==> src/rtl/aes_chain_fsm.sv <==
// ---------------------------------------------------------------------------
// aes_chain_fsm
// Block-chaining controller that sits between a word-wide input stream, a
// block-wide cipher core and a word-wide output stream. A job of data_size_i
// bytes is split into BLOCK_W-bit blocks. Each block is collected MSB-word
// first, handed to the core, and the result is streamed out MSB-word first.
// ECB passes blocks straight through. CBC encrypt XORs the chain into the
// core input. CBC decrypt XORs the chain into the core output.
//
// Ports
//   clk_i, rst_i          clock, async active-high reset
//   clear_i               synchronous soft clear (abandons the job)
//   start_i, cbc_i, encrypt_i, data_size_i, iv_i   job request + config
//   core_*                cipher core start/block and done/result
//   in_valid_i/in_ready_o/in_data_i     input word stream
//   out_valid_o/out_ready_i/out_data_o  output word stream
//   busy_o, done_o, size_err_o, blocks_done_o      status
// ---------------------------------------------------------------------------
module aes_chain_fsm #(
    parameter int DATA_W  = 32,
    parameter int BLOCK_W = 128,
    parameter int CNT_W   = 32
) (
    input  logic               clk_i,
    input  logic               rst_i,
    input  logic               clear_i,
    input  logic               start_i,
    input  logic               cbc_i,
    input  logic               encrypt_i,
    input  logic [31:0]        data_size_i,
    input  logic [BLOCK_W-1:0] iv_i,
    input  logic               core_ready_i,
    output logic               core_start_o,
    output logic [BLOCK_W-1:0] core_block_o,
    input  logic               core_done_i,
    input  logic [BLOCK_W-1:0] core_result_i,
    input  logic               in_valid_i,
    output logic               in_ready_o,
    input  logic [DATA_W-1:0]  in_data_i,
    output logic               out_valid_o,
    input  logic               out_ready_i,
    output logic [DATA_W-1:0]  out_data_o,
    output logic               busy_o,
    output logic               done_o,
    output logic               size_err_o,
    output logic [CNT_W-1:0]   blocks_done_o
);

    localparam int          WORDS = BLOCK_W / DATA_W;
    localparam int          WC_W  = $clog2(WORDS) + 1;
    localparam logic [31:0] BYTES = 32'(BLOCK_W / 8);
    localparam logic [WC_W-1:0] LAST_WORD = WC_W'(WORDS - 1);

    typedef enum logic [2:0] {
        IDLE, COLLECT, CORE_START, CORE_WAIT, SEND, FINISHED
    } state_t;

    state_t             state_q, state_d;
    logic               cbc_q, cbc_d;
    logic               enc_q, enc_d;
    logic [31:0]        rem_q, rem_d;      // blocks still to emit this job
    logic [BLOCK_W-1:0] chain_q, chain_d;
    logic [BLOCK_W-1:0] blk_q, blk_d;      // assembled input block
    logic [BLOCK_W-1:0] res_q, res_d;      // output block, shifted out MSB first
    logic [WC_W-1:0]    wcnt_q, wcnt_d;
    logic [CNT_W-1:0]   bdone_q, bdone_d;
    logic               size_err_q, size_err_d;

    always_ff @(posedge clk_i or posedge rst_i) begin
        if (rst_i) begin
            state_q    <= IDLE;
            cbc_q      <= 1'b0;
            enc_q      <= 1'b0;
            rem_q      <= '0;
            chain_q    <= '0;
            blk_q      <= '0;
            res_q      <= '0;
            wcnt_q     <= '0;
            bdone_q    <= '0;
            size_err_q <= 1'b0;
        end else begin
            state_q    <= state_d;
            cbc_q      <= cbc_d;
            enc_q      <= enc_d;
            rem_q      <= rem_d;
            chain_q    <= chain_d;
            blk_q      <= blk_d;
            res_q      <= res_d;
            wcnt_q     <= wcnt_d;
            bdone_q    <= bdone_d;
            size_err_q <= size_err_d;
        end
    end

    always_comb begin
        state_d    = state_q;
        cbc_d      = cbc_q;
        enc_d      = enc_q;
        rem_d      = rem_q;
        chain_d    = chain_q;
        blk_d      = blk_q;
        res_d      = res_q;
        wcnt_d     = wcnt_q;
        bdone_d    = bdone_q;
        size_err_d = 1'b0;

        case (state_q)
            IDLE: begin
                if (start_i) begin
                    cbc_d   = cbc_i;
                    enc_d   = encrypt_i;
                    chain_d = iv_i;
                    if ((data_size_i % BYTES) != 32'd0) begin
                        size_err_d = 1'b1;
                    end else begin
                        rem_d   = data_size_i / BYTES;
                        wcnt_d  = '0;
                        bdone_d = '0;
                        state_d = (data_size_i == 32'd0) ? FINISHED : COLLECT;
                    end
                end
            end
            COLLECT: begin
                if (in_valid_i) begin
                    // shift left so the first word ends up in the MSBs
                    blk_d = (blk_q << DATA_W) | BLOCK_W'(in_data_i);
                    if (wcnt_q == LAST_WORD) begin
                        wcnt_d  = '0;
                        state_d = CORE_START;
                    end else begin
                        wcnt_d = wcnt_q + 1'b1;
                    end
                end
            end
            CORE_START: begin
                if (core_ready_i) state_d = CORE_WAIT;
            end
            CORE_WAIT: begin
                if (core_done_i) begin
                    res_d = (cbc_q && !enc_q) ? (core_result_i ^ chain_q) : core_result_i;
                    // encrypt chains on ciphertext out, decrypt on ciphertext in
                    if (cbc_q) chain_d = enc_q ? core_result_i : blk_q;
                    state_d = SEND;
                end
            end
            SEND: begin
                if (out_ready_i) begin
                    res_d = res_q << DATA_W;
                    if (wcnt_q == LAST_WORD) begin
                        wcnt_d  = '0;
                        bdone_d = bdone_q + 1'b1;
                        rem_d   = rem_q - 32'd1;
                        state_d = (rem_q == 32'd1) ? FINISHED : COLLECT;
                    end else begin
                        wcnt_d = wcnt_q + 1'b1;
                    end
                end
            end
            FINISHED: state_d = IDLE;
            default:  state_d = IDLE;
        endcase

        if (clear_i) begin
            state_d    = IDLE;
            cbc_d      = 1'b0;
            enc_d      = 1'b0;
            rem_d      = '0;
            chain_d    = '0;
            blk_d      = '0;
            res_d      = '0;
            wcnt_d     = '0;
            bdone_d    = '0;
            size_err_d = 1'b0;
        end
    end

    // blk_q and chain_q do not move between CORE_START and the capture edge,
    // so the core input is stable for the whole core transaction.
    assign core_block_o  = (cbc_q && enc_q) ? (blk_q ^ chain_q) : blk_q;
    assign core_start_o  = (state_q == CORE_START) && core_ready_i;
    assign in_ready_o    = (state_q == COLLECT);
    assign out_valid_o   = (state_q == SEND);
    assign out_data_o    = res_q[BLOCK_W-1 -: DATA_W];
    assign busy_o        = (state_q != IDLE);
    assign done_o        = (state_q == FINISHED);
    assign size_err_o    = size_err_q;
    assign blocks_done_o = bdone_q;

endmodule
==> config.mk <==
export PLATFORM = sky130hd
export DESIGN_NAME = aes_chain_fsm
export DESIGN_NICKNAME = d
export VERILOG_FILES = /design/src/rtl/aes_chain_fsm.sv
export SDC_FILE = /design/constraint.sdc
export NUM_CORES = 2
export LEC_CHECK = 0
export BUFFER_PORTS_ARGS = -buffer_cell sky130_fd_sc_hd__buf_2
export CAP_MARGIN = 20
export CORE_MARGIN = 2
export CORE_UTILIZATION = 35
export CTS_CLUSTER_SIZE = 16
export DETAILED_ROUTE_END_ITERATION = 6
export PLACE_DENSITY = 0.67
export SYNTH_ARGS = -nofsm -noshare
export SYNTH_HDL_FRONTEND = slang
export SYNTH_SLANG_ARGS = --single-unit
==> constraint.sdc <==
create_clock -name clk_i -period 18.3 [get_ports clk_i]
set_input_delay 1.83 -clock clk_i [delete_from_list [all_inputs] [get_ports clk_i]]
set_output_delay 1.83 -clock clk_i [all_outputs]
set_load 0.01 [all_outputs]
==> impl_metrics.toml <==
[power_and_ir_drop]
power.static_leakage_nw = 13.7
ir_worst_vdd_uv = 82.7
power.density_nw_per_um2 = 90.2
finalPower_mw = 2.81

[grt]
globalRoute.totalOverflow = 0
via_count_of_the_first_global_routing_pass = 23188
grt_pass1_wl_mm = 152
grt_max_degree = 133
grt_usage_pct = 25.7
number_of_antenna_violations_at_the_first_check_in_global_routing = 13

[cells_and_area]
count_of_fill_cells_added_during_filler_insertion = 7553
num-nets-final = 3825
drive_gt1_share_pct = 18.8
instances_no_fill = 4505
layout_area_overhead_pct = 18.0

[placement]
routabilityCongestion = 0.892
number_of_buffers_added_on_ports = 527
dpl.hpwl_mm = 71.0
placement.setup.worst_slack_ns = 11.98
dp.cells = 4403

[clock_network]
ctsRootBufferMaster = "sky130_fd_sc_hd__clkbuf_16"
clk_pin_slew_worst_paths_ns = 0.06
post_cts_hold_buffer_count = 0
cts_max_path_buffers = 3
postCtsSetupBuffers = 0
ctsHtreeMaxLevel = 2
cts_tree = "built"
clock_latency_ns = 0.63
numCtsBuffers = 53
post_cts_resized = 0
cts_num_sinks = 457

[critical_path]
crit_slowest_cell = "sky130_fd_sc_hd__buf_4"
startpoint_to_endpoint_class_of_the_critical_path = "reg -> out"
timing.critical_path.cells = "and2_4 -> buf_4 -> nand2_1 -> xnor2_1 -> buf_2"
crit_arrival_ns = 3.93
timing.critical_path.fanout_max = 66
timing.critical_path.from_type = "flop"
critical_path_required_ns = 16.47
critical_path.endpoint_type = "output port"
critical_path.max_stage_delay_ns = 0.87

[timing]
setup_repair_after_global_routing_missed_its_margin = "no"
fin_skew_ns = 0.0283
worst_slack_ns = 12.54
final.min_clock_period_ns = 5.76
layout_worst_path_cycle_share_pct = 31.5
final-hold-violation-count = 0
setup_viol = 0
totalNegativeSetupSlack_ns = 0
final_max_slew_viol_count = 0
maxSlewHeadroom_pct = 28.1
max_freq_mhz = 174
worst_pin_slew_ns = 1.08

[yosys]
synth-compound-area-share_pct = 14.7
netlist-cell-type-count = 64
yosys_most_used_dff = "sky130_fd_sc_hd__dfrtp_1"
seq_area_frac_synth_pct = 43.3
avgSynthCellArea_um2 = 8.32
mappedNetlistNets = 3508
yosys_warnings = 0
count_of_flip_flops_with_a_built_in_enable_after_synthesis = 0
async_flop_share_pct = 100
synth_cells = 3174
yosys_register_bits = 457
synth_adder_area_share_pct = 0.189
muxShareOfSynthArea_pct = 5.05
synth_xor_xnor_area_share_pct = 8.65
synthesis.area_um2 = 26400
area_share_of_and_or_nand_nor_cells_after_synthesis_pct = 23.1
synth_top_family_by_area = "simple AND/OR/NAND/NOR gates"

[die]
core_area_um2 = 74600
fp.dieArea_um2 = 77700
die_height_um = 279
placementRows = 100
io-pin-count = 528
initial_utilization_pct = 35.4
fp.dieW_um = 279

[hold_path]
min_path_type = "reg -> reg"

[route]
drc = 0
drt-vias-per-instance = 5.48
routedWlPerCell_um = 22.8
firstDrtPassIters = 5
dr_total_vias = 24708
route.antenna.remaining_nets = 0
first_iter_violations = 2177
wl_mm = 103

[run]
timing.max_cap.violations = 0

[status]
outcome = "finished, final reports clean"
## kinds of logic after synthesis
| kind of cell | Yosys count |
|---|---|
| simple gates | 1348 |
| flops | 457 |
| compound gates | 657 |
| mux | 133 |
| xor+xnor | 261 |
| buf+inv | 314 |
| fa+ha+maj | 4 |
## metrics by stage
step	util (%)	hold WS [ns]	area, µm²
after detailed placement	39.4	0.466	29400
after CTS	41.7	0.479	31100
after global placement	39.4	0.460	29400
after floorplan	-	0.443	26400
after global routing	41.8	0.498	31200
final	41.8	0.474	31200
## layout make-up
class | instances | area [µm²] | area share, %
timing repair buffer | 565 | 2980 | 9.57
inverter | 11 | 61.3 | 0.197
clock buffer | 81 | 1540 | 4.94
antenna | 8 | 20.0 | 0.0642
multi-input combinational | 2403 | 13700 | 44.0
sequential | 457 | 11400 | 36.7
tap | 969 | 1210 | 3.89
clock inverter | 11 | 188 | 0.602
## cell usage in the layout, fill, tap and decap left out, drive strengths merged, types with 22 or more instances in the layout
cell    Yosys  final
buf        63    565
clkbuf    240     81
nor4       22     22
o21ai     299    299
nand4     142    142
mux2i     131    131
nand2     858    858
nand3      22     22
nor2      130    130
dfrtp     457    457
nand3b     99     99
o31ai     166    166
xnor2     130    130
xor2      131    131
a21oi     133    133
## per-layer routing
| metal | global-route usage (%) | part of all wire [%] |
|---|---|---|
| met5 | 0 | 0 |
| met4 | 10.8 | 4.4 |
| met3 | 3.60 | 6.6 |
| met2 | 41.0 | 46 |
| met1 | 35.0 | 43 |
## critical path: cells and delay by family, from the launching register on
family,cells,cell delay (ns)
flops,1,0.78
simple gates,2,0.96
buf+inv,2,1.07
xor+xnor,1,0.34
## registers in the layout (all words and copies together) (netlist names)
| name | cells |
|---|---|
| rem_q | 32 |
| blocks_done_o | 32 |
| blk_q | 128 |
| wcnt_q | 3 |
| chain_q | 128 |
| cbc_q | 1 |
| res_q | 128 |
| enc_q | 1 |
| size_err_o | 1 |
| state_q | 3 |
## worst paths after layout
check                                           end  cells after the start              startpoint  slack [ns]
hold / removal                 res_q[1]$_DFFE_PP0P_                      2    res_q[1]$_DFFE_PP0P_        0.47
setup / recovery                   core_block_o[43]                      5       enc_q$_DFFE_PP0P_       12.54
hold reg to reg                res_q[1]$_DFFE_PP0P_                      2    res_q[1]$_DFFE_PP0P_        0.47
max in group asynchronous   chain_q[21]$_DFFE_PP0P_                      6                   rst_i       12.77
min in group asynchronous  chain_q[121]$_DFFE_PP0P_                      2                   rst_i        1.33
setup reg to reg              res_q[83]$_DFFE_PP0P_                      8  state_q[2]$_DFFE_PP0P_       14.14
## where the power goes
part / switching, mW / leakage, nW / internal [mW]
clock: 0.458 / 0.839 / 0.623
combinational: 0.361 / 6.79 / 0.180
sequential: 0.0951 / 6.11 / 1.10
## synthesized netlist by cell type (5+ instances only)
library cell               count  area [µm²]
sky130_fd_sc_hd__xnor2_1     130        1140
sky130_fd_sc_hd__clkbuf_1    236         886
sky130_fd_sc_hd__o21ai_0     294        1470
sky130_fd_sc_hd__xor2_1      131        1150
sky130_fd_sc_hd__nor2_1      130         488
sky130_fd_sc_hd__nand4_1     141         882
sky130_fd_sc_hd__nor3_1       19        95.1
sky130_fd_sc_hd__a22oi_1       7        52.6
sky130_fd_sc_hd__a21oi_1     133         666
sky130_fd_sc_hd__and4_1        5        43.8
sky130_fd_sc_hd__or4_1        11        82.6
sky130_fd_sc_hd__o31ai_1     166        1250
sky130_fd_sc_hd__nand3_1      22         110
sky130_fd_sc_hd__o21ai_1       5        25.0
sky130_fd_sc_hd__dfrtp_1     457       11400
sky130_fd_sc_hd__a31oi_1      13        81.3
sky130_fd_sc_hd__buf_4        32         240
sky130_fd_sc_hd__mux2i_1     131        1310
sky130_fd_sc_hd__nand3b_1     99         743
sky130_fd_sc_hd__or3_1        13        81.3
sky130_fd_sc_hd__nand2_1     858        3220
sky130_fd_sc_hd__buf_2         7        35.0
sky130_fd_sc_hd__inv_1        10        37.5
sky130_fd_sc_hd__buf_1        23        86.3
sky130_fd_sc_hd__nor4_1       22         138
sky130_fd_sc_hd__o311ai_0      5        43.8
sky130_fd_sc_hd__and2_1        6        37.5
Power figures use the tool's default switching activity.
